<file path="config.mk">
export PLATFORM = sky130hd
export DESIGN_NAME = rv32_ex_stage_mc
export DESIGN_NICKNAME = d
export VERILOG_FILES = /design/src/rtl/rv32_pkg.sv /design/src/rtl/rv32_muldiv_iter.sv /design/src/rtl/rv32_ex_stage_mc.sv
export SDC_FILE = /design/constraint.sdc
export NUM_CORES = 2
export LEC_CHECK = 0
export CELL_PAD_IN_SITES_DETAIL_PLACEMENT = 1
export CELL_PAD_IN_SITES_GLOBAL_PLACEMENT = 1
export CORE_AREA = 2 2 291 293
export DETAILED_ROUTE_END_ITERATION = 10
export DIE_AREA = 0 0 293 295
export PLACE_DENSITY_LB_ADDON = 0.1
export SETUP_SLACK_MARGIN = 0.02
export SLEW_MARGIN = 20
export SYNTH_ARGS = -nofsm -noshare
export SYNTH_HDL_FRONTEND = slang
export SYNTH_HIERARCHICAL = 1
export SYNTH_SLANG_ARGS = --single-unit
</file>
<file path="constraint.sdc">
create_clock -name clk -period 3.6 [get_ports clk]
set_input_delay 0.72 -clock clk [delete_from_list [all_inputs] [get_ports clk]]
set_output_delay 0.72 -clock clk [all_outputs]
set_load 0.03 [all_outputs]
</file>
<file path="src/rtl/rv32_pkg.sv">
// Shared RV32 encodings, funct constants, execute-stage FSM states and immediate extraction.
// Immediate helpers return 32 bits; the datapath is RV32 only.
package rv32_pkg;

  localparam logic [6:0] OP_R      = 7'b0110011;
  localparam logic [6:0] OP_IMM    = 7'b0010011;
  localparam logic [6:0] OP_LOAD   = 7'b0000011;
  localparam logic [6:0] OP_STORE  = 7'b0100011;
  localparam logic [6:0] OP_BRANCH = 7'b1100011;
  localparam logic [6:0] OP_JAL    = 7'b1101111;
  localparam logic [6:0] OP_JALR   = 7'b1100111;
  localparam logic [6:0] OP_LUI    = 7'b0110111;
  localparam logic [6:0] OP_AUIPC  = 7'b0010111;

  localparam logic [2:0] F3_ADD  = 3'b000;
  localparam logic [2:0] F3_SLL  = 3'b001;
  localparam logic [2:0] F3_SLT  = 3'b010;
  localparam logic [2:0] F3_SLTU = 3'b011;
  localparam logic [2:0] F3_XOR  = 3'b100;
  localparam logic [2:0] F3_SR   = 3'b101;
  localparam logic [2:0] F3_OR   = 3'b110;
  localparam logic [2:0] F3_AND  = 3'b111;

  localparam logic [2:0] F3_BEQ  = 3'b000;
  localparam logic [2:0] F3_BNE  = 3'b001;
  localparam logic [2:0] F3_BLT  = 3'b100;
  localparam logic [2:0] F3_BGE  = 3'b101;
  localparam logic [2:0] F3_BLTU = 3'b110;
  localparam logic [2:0] F3_BGEU = 3'b111;

  localparam logic [2:0] F3_MUL    = 3'b000;
  localparam logic [2:0] F3_MULH   = 3'b001;
  localparam logic [2:0] F3_MULHSU = 3'b010;
  localparam logic [2:0] F3_MULHU  = 3'b011;
  localparam logic [2:0] F3_DIV    = 3'b100;
  localparam logic [2:0] F3_DIVU   = 3'b101;
  localparam logic [2:0] F3_REM    = 3'b110;
  localparam logic [2:0] F3_REMU   = 3'b111;

  localparam logic [6:0] F7_BASE   = 7'b0000000;
  localparam logic [6:0] F7_ALT    = 7'b0100000;
  localparam logic [6:0] F7_MULDIV = 7'b0000001;

  typedef enum logic [1:0] {IDLE, BUSY, DONE} ex_state_t;

  function automatic logic [31:0] imm_i(input logic [31:0] iw);
    return {{20{iw[31]}}, iw[31:20]};
  endfunction

  function automatic logic [31:0] imm_s(input logic [31:0] iw);
    return {{20{iw[31]}}, iw[31:25], iw[11:7]};
  endfunction

  function automatic logic [31:0] imm_b(input logic [31:0] iw);
    return {{19{iw[31]}}, iw[31], iw[7], iw[30:25], iw[11:8], 1'b0};
  endfunction

  function automatic logic [31:0] imm_u(input logic [31:0] iw);
    return {iw[31:12], 12'b0};
  endfunction

  function automatic logic [31:0] imm_j(input logic [31:0] iw);
    return {{11{iw[31]}}, iw[31], iw[19:12], iw[20], iw[30:21], 1'b0};
  endfunction

endpackage

</file>
<file path="src/rtl/rv32_muldiv_iter.sv">
// Iterative M-extension unit: magnitude shift-add multiply and restoring divide with
// sign fix-up on the way out. Retires MD_RADIX_2 bits per cycle.
module rv32_muldiv_iter
  import rv32_pkg::*;
#(
  parameter int XLEN       = 32,
  parameter int MD_RADIX_2 = 1
) (
  input  logic            clk,
  input  logic            reset_n,
  input  logic            start,
  input  logic            kill,
  input  logic [2:0]      op,
  input  logic [XLEN-1:0] a,
  input  logic [XLEN-1:0] b,
  output logic            busy,
  output logic            last,
  output logic            done,
  output logic [XLEN-1:0] result
);

  localparam int ITER = XLEN / MD_RADIX_2;
  localparam int CW   = $clog2(ITER + 1);

  logic [CW-1:0]   cnt_q, cnt_d;
  logic            done_q, done_d;
  logic [XLEN-1:0] hi_q, hi_d, lo_q, lo_d, dvs_q, dvs_d, a_q, a_d;
  logic [2:0]      op_q, op_d;
  logic            neg_q, neg_d, dz_q, dz_d;

  logic            a_sgn, b_sgn, a_neg, b_neg;
  logic [XLEN-1:0] a_mag, b_mag;

  always_comb begin
    a_sgn = (op == F3_MULH) || (op == F3_MULHSU) || (op == F3_DIV) || (op == F3_REM);
    b_sgn = (op == F3_MULH) || (op == F3_DIV) || (op == F3_REM);
    a_neg = a_sgn & a[XLEN-1];
    b_neg = b_sgn & b[XLEN-1];
    a_mag = a_neg ? -a : a;
    b_mag = b_neg ? -b : b;
  end

  // hi:lo is the product accumulator for multiply and remainder:quotient for divide
  always_comb begin : iterate
    logic [XLEN:0] sum;
    logic [XLEN:0] rem_sh;
    cnt_d  = cnt_q;
    done_d = done_q;
    hi_d   = hi_q;
    lo_d   = lo_q;
    dvs_d  = dvs_q;
    a_d    = a_q;
    op_d   = op_q;
    neg_d  = neg_q;
    dz_d   = dz_q;
    sum    = '0;
    rem_sh = '0;
    if (kill) begin
      cnt_d  = '0;
      done_d = 1'b0;
    end else if (start) begin
      cnt_d  = CW'(ITER);
      done_d = 1'b0;
      op_d   = op;
      a_d    = a;
      hi_d   = '0;
      lo_d   = op[2] ? a_mag : b_mag;
      dvs_d  = op[2] ? b_mag : a_mag;
      neg_d  = (op == F3_REM) ? a_neg : (a_neg ^ b_neg);
      dz_d   = (b == '0);
    end else if (cnt_q != '0) begin
      for (int i = 0; i < MD_RADIX_2; i++) begin
        if (op_q[2]) begin
          rem_sh = {hi_d, lo_d[XLEN-1]};
          lo_d   = {lo_d[XLEN-2:0], 1'b0};
          if (rem_sh >= {1'b0, dvs_q}) begin
            hi_d    = XLEN'(rem_sh - {1'b0, dvs_q});
            lo_d[0] = 1'b1;
          end else begin
            hi_d = rem_sh[XLEN-1:0];
          end
        end else begin
          sum  = {1'b0, hi_d} + (lo_d[0] ? {1'b0, dvs_q} : '0);
          hi_d = sum[XLEN:1];
          lo_d = {sum[0], lo_d[XLEN-1:1]};
        end
      end
      cnt_d  = cnt_q - 1'b1;
      done_d = (cnt_q == CW'(1));
    end
  end

  always_ff @(posedge clk or negedge reset_n) begin
    if (!reset_n) begin
      cnt_q  <= '0;
      done_q <= 1'b0;
      hi_q   <= '0;
      lo_q   <= '0;
      dvs_q  <= '0;
      a_q    <= '0;
      op_q   <= '0;
      neg_q  <= 1'b0;
      dz_q   <= 1'b0;
    end else begin
      cnt_q  <= cnt_d;
      done_q <= done_d;
      hi_q   <= hi_d;
      lo_q   <= lo_d;
      dvs_q  <= dvs_d;
      a_q    <= a_d;
      op_q   <= op_d;
      neg_q  <= neg_d;
      dz_q   <= dz_d;
    end
  end

  logic [2*XLEN-1:0] prod_fix;
  logic [XLEN-1:0]   quo_fix, rem_fix;

  assign prod_fix = neg_q ? -{hi_q, lo_q} : {hi_q, lo_q};
  assign quo_fix  = neg_q ? -lo_q : lo_q;
  assign rem_fix  = neg_q ? -hi_q : hi_q;

  // Division by zero bypasses the sign fix-up; MIN/-1 falls out of the magnitude path
  always_comb begin
    result = '0;
    case (op_q)
      F3_MUL:                        result = prod_fix[XLEN-1:0];
      F3_MULH, F3_MULHSU, F3_MULHU:  result = prod_fix[2*XLEN-1:XLEN];
      F3_DIV, F3_DIVU:               result = dz_q ? '1 : quo_fix;
      default:                       result = dz_q ? a_q : rem_fix;
    endcase
  end

  assign busy = (cnt_q != '0);
  assign last = (cnt_q == CW'(1));
  assign done = done_q;

endmodule

</file>
<file path="src/rtl/rv32_ex_stage_mc.sv">
// RV32 execute stage with valid/ready handshake, flush, branch resolution and forwarding.
// Define RV32_MULDIV_EN to route M-extension ops through the iterative mul/div unit.
module rv32_ex_stage_mc
  import rv32_pkg::*;
#(
  parameter int XLEN       = 32,
  parameter int REG_AW     = 5,
  parameter int MD_RADIX_2 = 1
) (
  input  logic              clk,
  input  logic              reset_n,
  input  logic              in_valid,
  output logic              in_ready,
  input  logic [XLEN-1:0]   pc_in,
  input  logic [31:0]       iw_in,
  input  logic [XLEN-1:0]   rs1_data_in,
  input  logic [XLEN-1:0]   rs2_data_in,
  input  logic              wb_en_in,
  input  logic [REG_AW-1:0] wb_reg_in,
  input  logic              flush_in,
  output logic              out_valid,
  input  logic              out_ready,
  output logic [XLEN-1:0]   alu_out,
  output logic [31:0]       iw_out,
  output logic [XLEN-1:0]   pc_out,
  output logic              wb_en_out,
  output logic [REG_AW-1:0] wb_reg_out,
  output logic              br_taken_out,
  output logic [XLEN-1:0]   br_target_out,
  output logic              illegal_out,
  output logic              df_ex_enable,
  output logic [REG_AW-1:0] df_ex_reg,
  output logic [XLEN-1:0]   df_ex_data,
  output logic              df_ex_pending
);

  function automatic logic [XLEN-1:0] alu_calc(input logic [2:0] f3, input logic alt,
                                                input logic [XLEN-1:0] a, input logic [XLEN-1:0] b);
    logic signed [XLEN-1:0] a_s;
    logic [4:0]             sh;
    a_s = a;
    sh  = b[4:0];
    case (f3)
      F3_ADD:  alu_calc = alt ? (a - b) : (a + b);
      F3_SLL:  alu_calc = a << sh;
      F3_SLT:  alu_calc = XLEN'($signed(a) < $signed(b));
      F3_SLTU: alu_calc = XLEN'(a < b);
      F3_XOR:  alu_calc = a ^ b;
      F3_SR:   alu_calc = alt ? XLEN'(a_s >>> sh) : (a >> sh);
      F3_OR:   alu_calc = a | b;
      default: alu_calc = a & b;
    endcase
  endfunction

  function automatic logic br_cond(input logic [2:0] f3, input logic [XLEN-1:0] a,
                                   input logic [XLEN-1:0] b);
    case (f3)
      F3_BEQ:  br_cond = (a == b);
      F3_BNE:  br_cond = (a != b);
      F3_BLT:  br_cond = ($signed(a) < $signed(b));
      F3_BGE:  br_cond = ($signed(a) >= $signed(b));
      F3_BLTU: br_cond = (a < b);
      F3_BGEU: br_cond = (a >= b);
      default: br_cond = 1'b0;
    endcase
  endfunction

  logic [6:0] opcode, f7;
  logic [2:0] f3;
  assign opcode = iw_in[6:0];
  assign f3     = iw_in[14:12];
  assign f7     = iw_in[31:25];

  ex_state_t state_q;
  logic      rdy_q;
  logic      free, xfer, load_alu, load_md;

  logic [XLEN-1:0] ex_res, ex_tgt;
  logic            ex_br, ex_ill, ex_is_m;

  // Stage p0: decode and single-cycle ALU / branch resolution
  always_comb begin
    ex_res  = '0;
    ex_tgt  = '0;
    ex_br   = 1'b0;
    ex_ill  = 1'b0;
    ex_is_m = 1'b0;
    case (opcode)
      OP_R: begin
        if (f7 == F7_MULDIV) begin
`ifdef RV32_MULDIV_EN
          ex_is_m = 1'b1;
`else
          ex_ill  = 1'b1;
`endif
        end else if (f7 == F7_BASE || (f7 == F7_ALT && (f3 == F3_ADD || f3 == F3_SR))) begin
          ex_res = alu_calc(f3, f7[5], rs1_data_in, rs2_data_in);
        end else begin
          ex_ill = 1'b1;
        end
      end
      OP_IMM: begin
        if ((f3 == F3_SLL && f7 != F7_BASE) ||
            (f3 == F3_SR && f7 != F7_BASE && f7 != F7_ALT))
          ex_ill = 1'b1;
        else
          ex_res = alu_calc(f3, (f3 == F3_SR) && f7[5], rs1_data_in, XLEN'(imm_i(iw_in)));
      end
      OP_LOAD: begin
        if (f3 == 3'd3 || f3 == 3'd6 || f3 == 3'd7) ex_ill = 1'b1;
        else ex_res = rs1_data_in + XLEN'(imm_i(iw_in));
      end
      OP_STORE: begin
        if (f3 > 3'd2) ex_ill = 1'b1;
        else ex_res = rs1_data_in + XLEN'(imm_s(iw_in));
      end
      OP_BRANCH: begin
        if (f3 == 3'd2 || f3 == 3'd3) begin
          ex_ill = 1'b1;
        end else begin
          ex_br  = br_cond(f3, rs1_data_in, rs2_data_in);
          ex_tgt = pc_in + XLEN'(imm_b(iw_in));
        end
      end
      OP_JAL: begin
        ex_res = pc_in + XLEN'(4);
        ex_br  = 1'b1;
        ex_tgt = pc_in + XLEN'(imm_j(iw_in));
      end
      OP_JALR: begin
        if (f3 != 3'd0) begin
          ex_ill = 1'b1;
        end else begin
          ex_res = pc_in + XLEN'(4);
          ex_br  = 1'b1;
          ex_tgt = (rs1_data_in + XLEN'(imm_i(iw_in))) & ~XLEN'(1);
        end
      end
      OP_LUI:   ex_res = XLEN'(imm_u(iw_in));
      OP_AUIPC: ex_res = pc_in + XLEN'(imm_u(iw_in));
      default:  ex_ill = 1'b1;
    endcase
  end

  logic              vld_p1_q, vld_p1_d, br_p1_q, br_p1_d, ill_p1_q, ill_p1_d;
  logic              wb_en_p1_q, wb_en_p1_d;
  logic [XLEN-1:0]   res_p1_q, res_p1_d, tgt_p1_q, tgt_p1_d, pc_p1_q, pc_p1_d;
  logic [31:0]       iw_p1_q, iw_p1_d;
  logic [REG_AW-1:0] wb_reg_p1_q, wb_reg_p1_d;

  assign free     = !vld_p1_q | out_ready;
  assign in_ready = rdy_q & (state_q == IDLE) & free & !flush_in;
  assign xfer     = in_valid & in_ready;
  assign load_alu = xfer & !ex_is_m;

`ifdef RV32_MULDIV_EN
  ex_state_t         state_d;
  logic              md_busy, md_last, md_done;
  logic [XLEN-1:0]   md_result;
  logic [XLEN-1:0]   md_pc_q, md_pc_d;
  logic [31:0]       md_iw_q, md_iw_d;
  logic              md_wb_en_q, md_wb_en_d;
  logic [REG_AW-1:0] md_wb_reg_q, md_wb_reg_d;

  rv32_muldiv_iter #(
    .XLEN       (XLEN),
    .MD_RADIX_2 (MD_RADIX_2)
  ) u_muldiv (
    .clk     (clk),
    .reset_n (reset_n),
    .start   (xfer & ex_is_m),
    .kill    (flush_in),
    .op      (f3),
    .a       (rs1_data_in),
    .b       (rs2_data_in),
    .busy    (md_busy),
    .last    (md_last),
    .done    (md_done),
    .result  (md_result)
  );

  always_comb begin
    state_d = state_q;
    load_md = 1'b0;
    case (state_q)
      IDLE: if (xfer && ex_is_m) state_d = BUSY;
      BUSY: begin
        if (flush_in)     state_d = IDLE;
        else if (md_last) state_d = DONE;
      end
      DONE: begin
        if (flush_in) begin
          state_d = IDLE;
        end else if (free && md_done) begin
          load_md = 1'b1;
          state_d = IDLE;
        end
      end
      default: state_d = IDLE;
    endcase
  end

  always_comb begin
    md_pc_d     = md_pc_q;
    md_iw_d     = md_iw_q;
    md_wb_en_d  = md_wb_en_q;
    md_wb_reg_d = md_wb_reg_q;
    if (xfer && ex_is_m) begin
      md_pc_d     = pc_in;
      md_iw_d     = iw_in;
      md_wb_en_d  = wb_en_in;
      md_wb_reg_d = wb_reg_in;
    end
  end

  always_ff @(posedge clk or negedge reset_n) begin
    if (!reset_n) begin
      state_q     <= IDLE;
      md_pc_q     <= '0;
      md_iw_q     <= '0;
      md_wb_en_q  <= 1'b0;
      md_wb_reg_q <= '0;
    end else begin
      state_q     <= state_d;
      md_pc_q     <= md_pc_d;
      md_iw_q     <= md_iw_d;
      md_wb_en_q  <= md_wb_en_d;
      md_wb_reg_q <= md_wb_reg_d;
    end
  end

  assign df_ex_pending = md_busy | (state_q == DONE);
`else
  assign state_q       = IDLE;
  assign load_md       = 1'b0;
  assign df_ex_pending = 1'b0;
`endif

  // Stage p1: output register, held while the memory stage stalls
  always_comb begin
    vld_p1_d    = vld_p1_q;
    br_p1_d     = br_p1_q;
    ill_p1_d    = ill_p1_q;
    wb_en_p1_d  = wb_en_p1_q;
    res_p1_d    = res_p1_q;
    tgt_p1_d    = tgt_p1_q;
    pc_p1_d     = pc_p1_q;
    iw_p1_d     = iw_p1_q;
    wb_reg_p1_d = wb_reg_p1_q;
    if (flush_in) begin
      vld_p1_d = 1'b0;
      br_p1_d  = 1'b0;
    end else if (load_alu) begin
      vld_p1_d    = 1'b1;
      br_p1_d     = ex_br;
      ill_p1_d    = ex_ill;
      wb_en_p1_d  = wb_en_in & !ex_ill;
      res_p1_d    = ex_res;
      tgt_p1_d    = ex_tgt;
      pc_p1_d     = pc_in;
      iw_p1_d     = iw_in;
      wb_reg_p1_d = wb_reg_in;
    end else if (load_md) begin
      vld_p1_d    = 1'b1;
      br_p1_d     = 1'b0;
      ill_p1_d    = 1'b0;
`ifdef RV32_MULDIV_EN
      wb_en_p1_d  = md_wb_en_q;
      res_p1_d    = md_result;
      pc_p1_d     = md_pc_q;
      iw_p1_d     = md_iw_q;
      wb_reg_p1_d = md_wb_reg_q;
`endif
      tgt_p1_d    = '0;
    end else if (out_ready) begin
      vld_p1_d = 1'b0;
    end
  end

  always_ff @(posedge clk or negedge reset_n) begin
    if (!reset_n) begin
      rdy_q       <= 1'b0;
      vld_p1_q    <= 1'b0;
      br_p1_q     <= 1'b0;
      ill_p1_q    <= 1'b0;
      wb_en_p1_q  <= 1'b0;
      res_p1_q    <= '0;
      tgt_p1_q    <= '0;
      pc_p1_q     <= '0;
      iw_p1_q     <= '0;
      wb_reg_p1_q <= '0;
    end else begin
      rdy_q       <= 1'b1;
      vld_p1_q    <= vld_p1_d;
      br_p1_q     <= br_p1_d;
      ill_p1_q    <= ill_p1_d;
      wb_en_p1_q  <= wb_en_p1_d;
      res_p1_q    <= res_p1_d;
      tgt_p1_q    <= tgt_p1_d;
      pc_p1_q     <= pc_p1_d;
      iw_p1_q     <= iw_p1_d;
      wb_reg_p1_q <= wb_reg_p1_d;
    end
  end

  assign out_valid     = vld_p1_q;
  assign alu_out       = res_p1_q;
  assign iw_out        = iw_p1_q;
  assign pc_out        = pc_p1_q;
  assign wb_en_out     = wb_en_p1_q;
  assign wb_reg_out    = wb_reg_p1_q;
  assign br_taken_out  = br_p1_q & vld_p1_q;
  assign br_target_out = tgt_p1_q;
  assign illegal_out   = ill_p1_q;
  assign df_ex_enable  = vld_p1_q & wb_en_p1_q & (wb_reg_p1_q != '0);
  assign df_ex_reg     = wb_reg_p1_q;
  assign df_ex_data    = res_p1_q;

endmodule

</file>
# Word level (Yosys, flattened, before mapping)
# Cells that the tools add are included.
dict set report word_totals {
  register_bits 138
  output_inout_bits 177
}
dict set report classes {
  n_addsub 9
  magnitude_cmp 7
  eq_ne 21
  shift 6
  mux 33
  bitwise_logic 15
  reduce_logical 23
}
# op count
set op_table {}
lappend op_table {{32-bit case mux with 7 select lines} 2}
lappend op_table {{32-bit two-way mux} 12}
lappend op_table {{32-bit case mux with 8 select lines} 1}
lappend op_table {{32-bit adder} 6}
lappend op_table {{32-bit less-than comparator} 3}
lappend op_table {{32-bit case mux with 3 select lines} 1}
lappend op_table {{32-bit bitwise AND} 2}
lappend op_table {{32-bit >= comparator} 2}
lappend op_table {{32-bit OR} 2}
lappend op_table {{32-bit by 5-bit left shift with 32-bit output} 2}
lappend op_table {{32-bit by 5-bit >> shifter with 32-bit output} 2}
lappend op_table {{32-bit by 5-bit >>> shifter with 32-bit output} 2}
lappend op_table {{32-bit subtractor} 2}
lappend op_table {{32-bit XOR} 2}
lappend op_table {{32-bit by 3-bit adder with 32-bit output, second input constant} 1}
lappend op_table {{32-bit == test} 1}
lappend op_table {{32-bit by 12-bit less-than comparator with 1-bit output} 1}
lappend op_table {{32-bit != test} 1}
lappend op_table {{7-bit by 6-bit == test with 1-bit output, second input constant} 4}
lappend op_table {{7-bit == test, second input constant} 3}
lappend op_table {{7-bit by 5-bit == test with 1-bit output, second input constant} 2}
lappend op_table {{1-bit two-way mux} 14}
lappend op_table {{3-bit == test, second input constant} 4}
lappend op_table {{1-bit bitwise AND} 7}
lappend op_table {{22 further kinds} 35}

# Logic depth before layout (Yosys ltp)
dict set report logic_depth {
  depth_word 9
  ltp_mapped 18
  mapped_depth_nobuf 15
}

# Least setup slack after synthesis
# Ideal clock, no wire load.
dict set report synth_timing {
  kind {input -> register}
  from {input iw_in[22]}
  to {register res_p1_q[22] (netlist: alu_out[22])}
  arrival_ns 4.520
  required_time_ns 3.468
  slack_ns -1.052
  cell_stages 16
  path_cell_list {clkbuf_1 -> inv_2 -> buf_1 -> clkbuf_1 -> ha_1 -> clkbuf_1 -> a21o_1 -> a21oi_2 -> nor2_1 -> or3_1 -> a21oi_1 -> o21ai_1 -> a221o_1 -> a221o_1 -> a221oi_1 -> o21ai_1}
}
dict set report synth_via {
  elab_chain_cells 5
}
# item line_no
set synth_rtl {}
lappend synth_rtl {{start, declared} rv32_ex_stage_mc.sv:15} ;# input logic [31:0] iw_in,
lappend synth_rtl {{32-bit adder (tied with other cells)} {rv32_ex_stage_mc.sv:44, rv32_ex_stage_mc.sv:111}}
lappend synth_rtl {{32-bit two-way mux, on equally long branches} {rv32_ex_stage_mc.sv:44, rv32_ex_stage_mc.sv:49}}
lappend synth_rtl {{32-bit case mux with 7 select lines} rv32_ex_stage_mc.sv:43} ;# case (f3)
lappend synth_rtl {{32-bit two-way mux} rv32_ex_stage_mc.sv:103} ;# if ((f3 == F3_SLL && f7 != F7_BASE) ||
lappend synth_rtl {{32-bit case mux with 8 select lines *} rv32_ex_stage_mc.sv:88} ;# case (opcode)
lappend synth_rtl {{end signal, assigned} rv32_ex_stage_mc.sv:298} ;# res_p1_q <= res_p1_d;
lappend synth_rtl {{end, declared} rv32_ex_stage_mc.sv:147} ;# logic [XLEN-1:0] res_p1_q, res_p1_d, tgt_p1_q, tgt_p1_d, pc_p1_q, pc_p1_d;
# Mark *: on every way between the ends. The rest lies on a longest branch, timed or not.
# A chain may end at the register's enable or synchronous reset.

# Worst setup path after layout
dict set report layout_timing {
  from {input iw_in[28]}
  to {register tgt_p1_q[11] (netlist: br_target_out[11])}
}
dict set report layout_via {
  elab_chain_cells 3
}
# item line_no
set layout_rtl {}
lappend layout_rtl {{32-bit adder, on equally long branches} {rv32_ex_stage_mc.sv:136, rv32_ex_stage_mc.sv:122}}
lappend layout_rtl {{32-bit two-way mux, on equally long branches} {rv32_ex_stage_mc.sv:131, rv32_ex_stage_mc.sv:118}}
lappend layout_rtl {{32-bit case mux with 3 select lines *} rv32_ex_stage_mc.sv:88}
lappend layout_rtl {{end signal, assigned} rv32_ex_stage_mc.sv:299} ;# tgt_p1_q <= tgt_p1_d;
lappend layout_rtl {{end, declared} rv32_ex_stage_mc.sv:147}
# Marks and branches as above.

==> results.ini <==
[sta]
layout_min_cycle_time_ns=3.60
rsz0062_at_grt=true
finalSetupViolations=0
setup_ws_ns=0.00270
slew_violations=0
finalCritPeriodShare=0.999
hold_violations=0
max-slew-margin-rel=0.383
setup_tns_ns=0
skew_ns=0.0427
tightest_slew_ns=0.920
max_freq_ghz=0.278

[critical_path]
worst_ep_arrival_time_ns=4.00
r2r_end=alu_out[30]
r2r_cells=11
worstSetupEndpointType=flop
startpoint_type=primary input
r2r_start=out_valid
rrSetupSlack_ns=0.83
cp_common_cell=buf_4
crit_type=in2reg
worstPathCellList=clkdlybuf4s50_1 -> buf_4 -> inv_1 -> ha_4 -> buf_4 -> a21oi_1 -> buf_4 -> and2_1 -> a21boi_2 -> buf_4 -> xnor2_1 -> buf_4 -> o22ai_1 -> o21ai_0 -> buf_4 -> nand2_1
slowest_stage=xnor2_1
cp_max_fo=6
crit_required_ns=4.00
critPathMaxStageDelay_ns=0.56

[logic_synthesis]
syn_inst=4058
synth_edf_count=0
seq_area_frac_synth=0.123
synthTopCellsByArea=dfrtp_1 (12%), ha_1 (11%), a21oi_1 (8.4%)
synth.most_common_cell=nand2_1
synth_top_area_frac=0.123
synth_common_cells=nand2_1 (515), a21oi_1 (469), nor2_1 (416), clkbuf_1 (256), ha_1 (253)
synth_largest_area_cell=dfrtp_1
synth_flop_cell=dfrtp_1
synth-seq-cells=138
synth_area_per_cell_um2=6.93
synth_area_mm2=0.0281
yosysWarnings=6
ys_types=93
syn_nets=4458
async_reset_ff_frac=1.00

[power]
pwr-share-clk=0.172
intPower_mw=6.07
max-vdd-ir-drop_v=0.000409
seqPwrFrac=0.162
power_density_mw_per_mm2=271
comb_power_share=0.666
switching_share=0.493
p_sw_mw=5.90
p_leak_nw=19.9

[global_route]
first_global_vias=40700
grt_first_pass_wirelength_um=292000
grt_overflow=0
antenna_found_initial=21
grt_usage=0.467
grt_max_degree=111

[place]
gp_congestion=1.12
port-buffer-count=314
dp_slack_ns=-1.12
placed_cell_area_mm2=0.0419
hpwl_um=172000

[cts]
tritoncts=built
path_clk_slew_ns=0.08
htreeDepth=4
insertion_delay_ns=0.55
clock_path_buffers=2
clock_sinks=138
cts_root_buf=clkbuf_16
ctsHoldBuffers=0
cts_buffers=17

[route]
routedWlPerCell_um=32.1
ant_nets=0
drt-total-wl_um=210000
vias_per_cell=6.31
drc=0
drt_pre_antenna_iters=9
drtIter0Drc=4584
dr_total_vias=41100

[finish]
fillers=10400
layout-drive-gt1-share=0.335
final_util=0.531
area_delta_synth_final_pct=57.2
stdcell_area_mm2=0.0442
nets=5818

[floorplanning]
fp.dieArea_mm2=0.0864
start_util=0.338
fp.coreArea_mm2=0.0832
die_h_um=295
rows=106
die_w_um=293
io_pins=316

[status]
status=finished clean

[job]
max-cap-violations=0

[hold_path]
hold_path_class=in2async

-- cells in the final DEF, fill, tap and decap left out, drive strengths merged, types with 14 or more instances in the layout --
cell,Yosys,final
xor2,43,43
o221ai,46,46
o31ai,25,25
ha,253,253
a211oi,73,73
dlygate4sd2,0,14
nand2,515,515
nand4,36,36
mux2,24,24
o22ai,22,22
a211o,15,15
buf,119,1417
a22oi,29,29
a221oi,47,47
nor3,73,73
a21oi,470,470
xnor2,100,100
dlymetal6s2s,0,19
o21a,18,18
and2,21,21
nor2b,31,31
dfrtp,138,138
clkbuf,256,26
o21bai,22,22
nand2b,25,25
o21ai,378,378
nor4,30,30
clkdlybuf4s50,0,257
a21o,62,62
a221o,20,20
and3,18,18
a31oi,62,62
mux2i,93,93
nand3,76,76
o211ai,74,74
or3,21,21
mux4,69,69
inv,153,154
nor2,416,416
-- layer usage --
metal,routed length (um),GRT usage,vias up
met5,108,0,-
met4,17400,0.333,16
met3,21700,0.103,664
met2,90100,0.717,2531
met1,80300,0.580,20300
li1,-,-,17600
-- logic make-up (layout without fill, tap and decap cells) --
kind of cell               after synthesis  count (layout)  share of synthesized area
muxes                                  186             186                     0.0980
other                                    2              10                   0.000267
DFF                                    138             138                      0.123
adders and majority gates              261             261                      0.118
AOI/OAI and AO/OA                     1505            1505                      0.338
xor gates and xnor gates               143             143                     0.0446
buffers and inverters                  530            1903                     0.0773
and+or+nand+nor                       1293            1293                      0.200
-- final cells by class --
type                    instances  area [um2]  share of cell area
repair buffers               1716       14300               0.323
well taps                    1080        1350              0.0306
diodes                          8        20.0            0.000453
clock inverters                15         173             0.00391
flip-flops and latches        138        3450              0.0781
clock buffers                  17         425             0.00963
inverters                     155         629              0.0142
multi-input cells            3390       23900               0.540
-- how the worst max path moves through the flow --
stage	start	cells after the start	slack (ns)	to
final	iw_in[28]	16	0.003	br_target_out[11]
after global routing	rs1_data_in[16]	18	-0.10	br_p1_q
after CTS	pc_in[1]	15	0.02	br_target_out[31]
after detailed placement	rs1_data_in[9]	12	-1.12	alu_out[5]
after global placement	rs1_data_in[9]	12	-1.10	alu_out[5]
after floorplan	iw_in[31]	13	-0.30	alu_out[22]
-- power groups by stage --
stage	logic [mW]	registers (mW)	clock network [mW]
after global routing	8.28	1.95	2.11
after global placement	7.31	1.96	0
after detailed placement	7.40	1.97	0
final	7.98	1.94	2.05
after CTS	7.54	1.94	2.08
after floorplan	3.03	2.30	0
-- metrics by stage --
stage	power [mW]	cells	hold slack [ns]
floorplan	5.33	4058	0.424
global placement	9.26	6444	0.457
detailed placement	9.37	6444	0.462
CTS	11.6	6493	0.212
global route	12.3	6515	0.246
finish	12.0	6519	0.209
-- what timing repair did --
action,4_1_cts,5_1_grt
cloned,0,2
hold endpoints to repair,0,0
pin swaps,41,89
setup endpoints to repair,41,43
gates resized for setup,133,222
setup buffers,17,16
-- critical path: cells and delay by family --
kind	cells	cell delay [ns]
adders and majority gates	1	0.28
and+or+nand+nor	2	0.20
buffers and inverters	8	1.66
xor gates and xnor gates	1	0.56
AOI/OAI and AO/OA	4	0.59
Power figures use the tool's default switching activity.
